## config.mk

```make
export PLATFORM = sky130hd
export DESIGN_NAME = reg_bank_dbuf
export DESIGN_NICKNAME = d
export VERILOG_FILES = /design/src/rtl/reg_bank_dbuf.sv
export SDC_FILE = /design/constraint.sdc
export NUM_CORES = 1
export LEC_CHECK = 0
export BUFFER_PORTS_ARGS = -buffer_cell sky130_fd_sc_hd__buf_4
export CAP_MARGIN = 25
export CORE_MARGIN = 1
export CORE_UTILIZATION = 55
export DETAILED_ROUTE_END_ITERATION = 8
export GPL_ROUTABILITY_DRIVEN = 0
export PLACE_DENSITY = 0.84
export SYNTH_ARGS = -nofsm -noshare
export SYNTH_HDL_FRONTEND = slang
export SYNTH_SLANG_ARGS = --single-unit
```

## constraint.sdc

```tcl
create_clock -name clk -period 2.4 [get_ports clk]
set_clock_uncertainty 0.1 [all_clocks]
set_input_delay 0.12 -clock clk [delete_from_list [all_inputs] [get_ports clk]]
set_output_delay 0.12 -clock clk [all_outputs]
set_load 0.01 [all_outputs]
```

## src/rtl/reg_bank_dbuf.sv

```systemverilog
// reg_bank_dbuf: double-buffered register bank, staged writes go live on commit.
// Define REG_BANK_BYPASS_EN to show next-active values combinationally.
module reg_bank_dbuf #(
  parameter int WIDTH    = 8,
  parameter int CHANNELS = 4,
  parameter int ADDR_W   = 2
) (
  input  logic                      clk,
  input  logic                      reset,
  input  logic                      wr_en,
  input  logic [ADDR_W-1:0]         wr_addr,
  input  logic [WIDTH-1:0]          wr_data,
  input  logic                      commit,
  input  logic [ADDR_W-1:0]         rd_addr,
  output logic [WIDTH-1:0]          rd_data,
  output logic [CHANNELS*WIDTH-1:0] q_flat,
  output logic [CHANNELS-1:0]       dirty,
  output logic                      pending,
  output logic [7:0]                commit_cnt
);

  localparam logic [ADDR_W:0] NCH = (ADDR_W+1)'(CHANNELS);

  logic [WIDTH-1:0]    stage    [CHANNELS];
  logic [WIDTH-1:0]    active   [CHANNELS];
  logic [WIDTH-1:0]    next_act [CHANNELS];
  logic [WIDTH-1:0]    shown    [CHANNELS];
  logic [CHANNELS-1:0] dirty_q;
  logic [CHANNELS-1:0] dirty_d;
  logic [CHANNELS-1:0] wr_hit;
  logic [7:0]          cnt;
  logic                wr_ok;
  logic                do_commit;
  logic                effective;

  assign wr_ok     = wr_en && !reset && ({1'b0, wr_addr} < NCH);
  assign do_commit = commit && !reset;
  // a same-cycle write makes the commit effective on its own
  assign effective = do_commit && ((|dirty_q) || wr_ok);

  always_comb begin
    wr_hit  = '0;
    dirty_d = '0;
    for (int k = 0; k < CHANNELS; k++) begin
      wr_hit[k]   = wr_ok && (wr_addr == ADDR_W'(k));
      next_act[k] = active[k];
      if (do_commit && wr_hit[k])
        next_act[k] = wr_data;
      else if (do_commit && dirty_q[k])
        next_act[k] = stage[k];
      dirty_d[k] = do_commit ? 1'b0
                 : (dirty_q[k] | wr_hit[k]);
    end
  end

  always_ff @(posedge clk or posedge reset) begin
    if (reset) begin
      for (int k = 0; k < CHANNELS; k++) begin
        stage[k]  <= '0;
        active[k] <= '0;
      end
      dirty_q <= '0;
      cnt     <= '0;
    end else begin
      for (int k = 0; k < CHANNELS; k++) begin
        if (wr_hit[k])
          stage[k] <= wr_data;
        active[k] <= next_act[k];
      end
      dirty_q <= dirty_d;
      if (effective)
        cnt <= cnt + 8'd1;
    end
  end

`ifdef REG_BANK_BYPASS_EN
  assign shown = next_act;
`else
  assign shown = active;
`endif

  always_comb begin
    q_flat  = '0;
    rd_data = '0;
    for (int k = 0; k < CHANNELS; k++) begin
      q_flat[k*WIDTH +: WIDTH] = shown[k];
      if (rd_addr == ADDR_W'(k))
        rd_data = shown[k];
    end
  end

  assign dirty      = dirty_q;
  assign pending    = |dirty_q;
  assign commit_cnt = cnt;

endmodule

```

==> After elaboration in Yosys (flattened, before gate mapping) <==
Index checks and enable logic that the tools add are counted.
{ "op_classes": {"n_addsub": 1, "n_eq_ne": 6, "muxes": 16, "bitwise_logic": 4, "reduce_logical": 24} }
{ "ops": {"columns": ["cell", "count"], "rows": [
  ["$mux W8", 12],
  ["$logic_and A1 B1 Y1", 15],
  ["$add A8 B1 Y8 const B", 1],
  ["$eq A2 B2 Y1 const B", 4],
  ["$reduce_bool A2 Y1", 4],
  ["$eq A2 B1 Y1 const B", 2],
  ["$logic_not A2 Y1", 2],
  ["$mux W1", 4],
  ["$or A1 B1 Y1", 4],
  ["$reduce_or A4 Y1", 1],
  ["$logic_not A1 Y1", 1],
  ["$logic_or A1 B1 Y1", 1]
]} }
{ "totals": {"reg_bits": 76, "inputBits": 16, "out_inout_bits": 53, "wordCells": 61} }

==> Depth between registers and ports, before layout <==
Gate-level depths: netlist of the first run.
{ "depth": {"depth_word": 5, "depth_mapped": 5, "depth_no_buf": 4} }

==> Worst setup path before layout of the first run <==
No wires, ideal clock.
{ "synth_timing": {"path_kind": "reg2reg", "start": "reg dirty_q[0], in the netlist dirty[0]", "end": "reg cnt[1], in the netlist commit_cnt[1]", "setup_time_ns": 0.128, "arrival_time_ns": 1.609, "path_slack_ns": 0.563, "path_stages_with_launch": 5, "synth_period_minus_slack_ns": 1.837, "path_cell_list": "dfrtp_1 > or4_1 > buf_4 > o21ai_4 > mux2_1"} }
{ "synth_via": {"elab_chain_cells": 3} }
{ "synth_lines": {"columns": ["item", "line_no", "text"], "rows": [
  ["from (decl)", "28", "logic [CHANNELS-1:0] dirty_q;"],
  ["from (signal assigned)", "70", "dirty_q <= dirty_d;"],
  ["$reduce_or A4 Y1", null, null],
  ["via pending", "18", "output logic pending,"],
  ["$logic_or A1 B1 Y1", "39", "assign effective = do_commit && ((|dirty_q) || wr_ok);"],
  ["$logic_and A1 B1 Y1", "39", null],
  ["to (signal assigned)", "72", "cnt <= cnt + 8'd1;"],
  ["to (decl)", "31", "logic [7:0] cnt;"]
]} }
The timed path passes the listed nets, and every way through them passes these cells.
A chain may end at the register's enable or synchronous reset.

==> Worst setup path in the final report of the first run <==
{ "layout_timing": {"start": "reg dirty_q[2], in the netlist dirty[2]", "end": "out pending"} }
{ "layout_via": {"elab_chain_cells": 1} }
{ "layout_lines": {"columns": ["item", "line_no", "text"], "rows": [
  ["$reduce_or A4 Y1", "93", "assign pending = |dirty_q;"],
  ["to (decl)", "18", null]
]} }
Every way passes these cells.

==> flow_summary.toml, run 1 <==
[status]
status = "finished clean"

[placement]
dp_hpwl_um = 5440
numPortBuffers = 68
place_inst = 388

[route]
drt-initial-drc-count = 134
ant_nets = 0
avgViaCountPerCell = 5.80
route.detailed.drc = 0
dr_total_vias = 2396
post_drt_wl_per_cell_um = 19.1
drt_first_pass_iters = 4
drt-total-wl_um = 7870

[logic_synthesis]
syn_nets = 267
synth-edff-count = 0
synthesis.area_sq_um = 3600
yosysTopAreaCellShare_pct = 52.8
synthArstFlopShare_pct = 100
ys_top_cells_by_area = "dfrtp_1 (53%), mux2_2 (13%), mux2i_1 (5.8%)"
synth_largest_area_cell = "dfrtp_1"
ys.flop_type = "dfrtp_1"
ys_warn_count = 0
ys_ff_latch = 76
synthCells = 250
syn_area_per_cell_sq_um = 14.4
ys_types = 36
yosysSeqAreaShare_pct = 52.8

[pwr]
total_power_mw = 4.29
power_leakage_nw = 2.10
p_per_area_nw_per_um2 = 958
ir_worst_vdd_uv = 506

[min_path]
holdPathStages = 3
hold_path.class = "input port to flip-flop"

[timing]
hold_ws_ps = 105
tns_ps = 0
tightest_slew_ps = 670
final_max_slew_viol_count = 0
period_share_pct = 84.5
relSlewSlack_pct = 55.1
fmax_mhz = 493
setup_violations = 0
hold_violations = 0
rsz0062_at_grt = "no"
period_minus_slack_ps = 2030

[layout]
instances_no_fill = 413
layout_commonest_cell = "dfrtp_1"
fillers = 446
antennaDiodeCount = 0
fin_util_pct = 70.4
synthToLayoutAreaGrowth_pct = 24.3
fin_nets = 348
layout_common_cells = "dfrtp_1 (76), buf_4 (74), mux2_2 (40)"
drive_above_1_share_pct = 44.6

[grt]
grt_max_degree = 62
track_usage_pct = 24.6
overflow = 0
grt_pass1_vias = 2437
antenna_found_initial = 0
grt_first_pass_wirelength_um = 12900

[floorplan]
die_w_um = 82.9
die-area_sq_um = 6870
num_rows = 29
pin_count = 69
initial_core_util_pct = 56.7
die_h_um = 82.9
coreArea_sq_um = 6350

[cts]
insertion_delay_ps = 340
clkSinkCount = 76
cts_buffer_depth = 2
cts_tree = "yes"
clockRootBuffer = "clkbuf_8"
numCtsBuffers = 9
postCtsSetupBuffers = 0
htree_levels = 3
path_clk_slew_ps = 70

[critical_path]
path_cells = "or4_1 -> buf_4"
cpMaxStageDelayCell = "or4_1"
worst_ep_required_time_ps = 2180
slowest_delay_ps = 710
cp.arrival_ps = 1810
critPathKind = "flip-flop to primary output"
worstPathMaxFanout = 11
r2r_cells = 3
cp-end-kind = "primary output"
worst_setup_path_start_kind = "flip-flop"

[job]
cap_violations = 0
==> path summary, 6_finish.rpt <==
check	from	to	slack (ps)
max	dirty[2]	pending	370
min	wr_en	commit_cnt[0]	110
max reg2reg	dirty[2]	commit_cnt[1]	390
min reg2reg	stage[15]	stage[15]	390
max in group asynchronous	reset	q_flat[19]	1310
min in group asynchronous	reset	stage[26]	250
==> metal layers <==
metal	wire length, um	up-vias	track usage [%]
met3	191	13	4.37
met2	3940	47	38.5
met4	235	0	13.0
li1	-	1078	-
met5	0	-	0
met1	3510	1258	32.9
==> area by class of cell <==
cell class / instances / area [sq um] / share of cell area [%]
sequential: 76 / 1900 / 42.5
multi-input combinational: 155 / 1590 / 35.5
timing repair buffer: 84 / 666 / 14.9
clock buffer: 11 / 151 / 3.38
tap: 77 / 96.3 / 2.15
clock inverter: 5 / 50.0 / 1.12
inverter: 5 / 18.8 / 0.420
==> power by group <==
group	total (mW)	leakage (nW)	switching [mW]	internal [mW]
sequential	1.95	0.913	0.301	1.65
combinational	1.36	1.07	0.536	0.821
clock	0.978	0.109	0.448	0.530
total	4.29	2.10	1.29	3.00
==> metrics by stage <==
step	instance area (sq um)	worst slack, ps
finish	4470	372
global route	4470	311
CTS	4470	372
detailed placement	4180	407
global placement	4180	469
floorplan	3600	242
==> worst max-delay path: cells and delay by family, from the launching register on <==
kind,cells,cell delay [ps]
DFF,1,540
buffers and inverters,1,220
and+or+nand+nor,1,710
==> sequential cells by signal, indices dropped and copies added, names as in the netlist <==
register and count:
q_flat 32, commit_cnt 8, stage 32, dirty 4
==> cells by family after synthesis <==
logic type | synth area share [%]
xor gates and xnor gates | 1.70
DFF | 52.8
AOI/OAI and AO/OA | 8.90
and+or+nand+nor | 8.38
adders and majority gates | 0.348
muxes | 24.8
buffers and inverters | 3.02
==> cell usage after synthesis (3+ instances only) <==
cell type and count:
xnor2_1 7, nand2b_1 12, mux4_2 8, inv_1 5, a2bb2oi_1 21, buf_6 3, buf_2 6, dfrtp_1 76
or2b_1 9, o211ai_1 4, mux2i_1 21, nor2_1 6, mux2_2 40, a21boi_4 3
==> what timing repair did <==
action | CTS | global route
gates resized for setup | 0 | 0
hold buffers | 9 | 0
endpoints found under the hold margin | 41 | 0
setup endpoints to repair | 0 | 0
No activity file was read; power rests on OpenSTA's default activity.
==> run 2: changes to the inputs <==
--- a/config.mk
+++ b/config.mk
@@ -5,13 +5,14 @@
 export SDC_FILE = /design/constraint.sdc
 export NUM_CORES = 1
 export LEC_CHECK = 0
+export ABC_AREA = 1
 export BUFFER_PORTS_ARGS = -buffer_cell sky130_fd_sc_hd__buf_4
 export CAP_MARGIN = 25
 export CORE_MARGIN = 1
-export CORE_UTILIZATION = 55
+export CORE_UTILIZATION = 50
 export DETAILED_ROUTE_END_ITERATION = 8
 export GPL_ROUTABILITY_DRIVEN = 0
-export PLACE_DENSITY = 0.84
+export PLACE_DENSITY = 0.81
 export SYNTH_ARGS = -nofsm -noshare
 export SYNTH_HDL_FRONTEND = slang
 export SYNTH_SLANG_ARGS = --single-unit
==> constraint.sdc (replaced) <==
create_clock -name clk -period 1.66 [get_ports clk]
set_clock_uncertainty 0.1 [all_clocks]
set_input_delay 0.083 -clock clk [delete_from_list [all_inputs] [get_ports clk]]
set_output_delay 0.083 -clock clk [all_outputs]
set_load 0.01 [all_outputs]
==> flow_summary.toml, run 2 <==
[critical_path]
critPathKind = "flip-flop to flip-flop"
r2r_end = "commit_cnt[3]"
cp-end-kind = "flip-flop"
cp.arrival_ps = 1540
reg2reg_slack_ps = 260
worstPathMaxFanout = 9
r2r_cells = 6
critPathLaunch = "dirty[3]"
worst_setup_path_start_kind = "flip-flop"
worst_ep_required_time_ps = 1790
reg2reg_from = "dirty[3]"

[min_path]
hold_path.class = "input port to flip-flop"
worstHoldStart = "reset"
holdPathStages = 3
whs_endpoint = "dirty[2]"

[logic_synthesis]
synthesis.area_sq_um = 3660
yosysTopAreaCellShare_pct = 52.0
synth.most_common_cell = "nand2_1"
ys_ff_latch = 76
ys_warn_count = 0
yosysSeqAreaShare_pct = 52.0
yosys-top-cells-count = "nand2_1 (182), dfrtp_1 (76), nand3_1 (51), inv_1 (48), o21ai_0 (31)"
ys.flop_type = "dfrtp_1"
synth-edff-count = 0
synthCells = 466
ys_types = 23
synth_largest_area_cell = "dfrtp_1"
ys_top_cells_by_area = "dfrtp_1 (52%), nand2_1 (19%), nand3_1 (7.0%)"
syn_nets = 483
syn_area_per_cell_sq_um = 7.85
synthArstFlopShare_pct = 100

[route]
dr_total_vias = 3493
avgViaCountPerCell = 5.40
post_drt_wl_per_cell_um = 14.6
drt_first_pass_iters = 5
drt-total-wl_um = 9440
drt-initial-drc-count = 309
ant_nets = 0
route.detailed.drc = 0

[timing]
hold_violations = 0
setup_violations = 0
rsz0062_at_grt = "no"
relSlewSlack_pct = 59.8
tns_ps = 0
tightest_slew_ps = 603
final_max_slew_viol_count = 0
fmax_mhz = 712
period_minus_slack_ps = 1400
period_share_pct = 84.6

[floorplan]
die_w_um = 87.6
die-area_sq_um = 7670
num_rows = 30
die_h_um = 87.6
pin_count = 69
initial_core_util_pct = 52.7
coreArea_sq_um = 6940

[pwr]
p_seq_share_pct = 46.2
swShare_pct = 32.3
p_per_area_nw_per_um2 = 1300
combPwrFrac_pct = 27.5
ir_worst_vdd_uv = 780
p_int_mw = 3.98
power_leakage_nw = 2.44
power.net_switching_mw = 1.90
total_power_mw = 5.88
p_clk_share_pct = 26.3

[cts]
htree_levels = 3
clockRootBuffer = "clkbuf_8"
cts_buffer_depth = 2
cts_tree = "yes"
numCtsBuffers = 9
insertion_delay_ps = 340
path_clk_slew_ps = 80
clkSinkCount = 76

[layout]
layout_commonest_cell = "nand2_1"
drive_above_1_share_pct = 20.0
synthToLayoutAreaGrowth_pct = 23.9
fin_nets = 563
layout_common_cells = "nand2_1 (182), buf_4 (78), dfrtp_1 (76)"
antennaDiodeCount = 0

[grt]
overflow = 0
grt_max_degree = 51
grt_first_pass_wirelength_um = 15400
grt_pass1_vias = 3188
antenna_found_initial = 0
track_usage_pct = 26.9

[job]
cap_violations = 0

[placement]
dp_hpwl_um = 6910
numPortBuffers = 68

[status]
status = "finished clean"
run 2: worst max path at each step:
| stage | endpoint | slack, ps | depth (start not counted) |
|---|---|---|---|
| 3_5_place_dp | q_flat[1] | 170 | 7 |
| 2_1_floorplan | q_flat[29] | 90 | 7 |
| 6_report | commit_cnt[3] | 260 | 6 |
| 3_3_place_gp | q_flat[10] | 230 | 7 |
| 4_1_cts | commit_cnt[7] | 240 | 6 |
| 5_1_grt | commit_cnt[3] | 90 | 6 |
run 2: final cells by class:
class / count / area, sq um
fillers: 601 / 2410
repair buffers: 81 / 616
flip-flops and latches: 76 / 1900
clock inverters: 4 / 72.6
multi-input cells: 329 / 1490
well taps: 96 / 120
clock buffers: 12 / 145
inverters: 49 / 186
run 2: layer usage:
| layer | routed length (um) | share of wire [%] | global-route usage, % |
|---|---|---|---|
| met5 | 0 | 0 | 0 |
| met4 | 138 | 1.5 | 11.2 |
| met1 | 4150 | 44 | 36.8 |
| met2 | 4400 | 47 | 42.0 |
| met3 | 757 | 8.0 | 6.03 |
run 2: kinds of logic after synthesis:
| logic type | Yosys count | share of synthesized area (%) |
|---|---|---|
| adder cells (fa/ha/maj) | 1 | 0.342 |
| AND/OR/NAND/NOR | 275 | 32.6 |
| flip-flops | 76 | 52.0 |
| XOR/XNOR | 3 | 0.718 |
| buffers and inverters | 61 | 7.28 |
| AO/OA/AOI/OAI | 50 | 7.04 |
run 2: what timing repair did:
item	CTS	global route
endpoints found under the hold margin	78	0
gates resized for setup	0	0
hold buffers	3	0
setup buffers	0	0
run 2: per-stage QoR:
| step | hold WS [ps] | std cells | cell area [sq um] | utilization (%) | setup WS, ps |
|---|---|---|---|---|---|
| after floorplan | 13.4 | 466 | 3660 | - | 90.5 |
| after global placement | 110 | 628 | 4290 | 61.7 | 229 |
| after detailed placement | 113 | 628 | 4290 | 61.7 | 165 |
| after CTS | 25.6 | 647 | 4530 | 65.3 | 240 |
| after global routing | 22.0 | 647 | 4530 | 65.3 | 89.1 |
| final | 29.1 | 647 | 4530 | 65.3 | 256 |
run 2: critical path, cell delays in order (launching register included):
cell	delay, ps
dfrtp_1	450
nor2_1	140
nand4_1	150
nand2_2	190
inv_1	130
nand2_1	80
nand2_1	50
run 2: power groups by stage:
stage	Clock [mW]	Sequential [mW]	Combinational, mW
2_1_floorplan	0	2.76	0.714
3_3_place_gp	0	2.71	1.57
3_5_place_dp	0	2.74	1.61
4_1_cts	1.56	2.70	1.63
5_1_grt	1.65	2.77	1.81
6_report	1.55	2.72	1.61
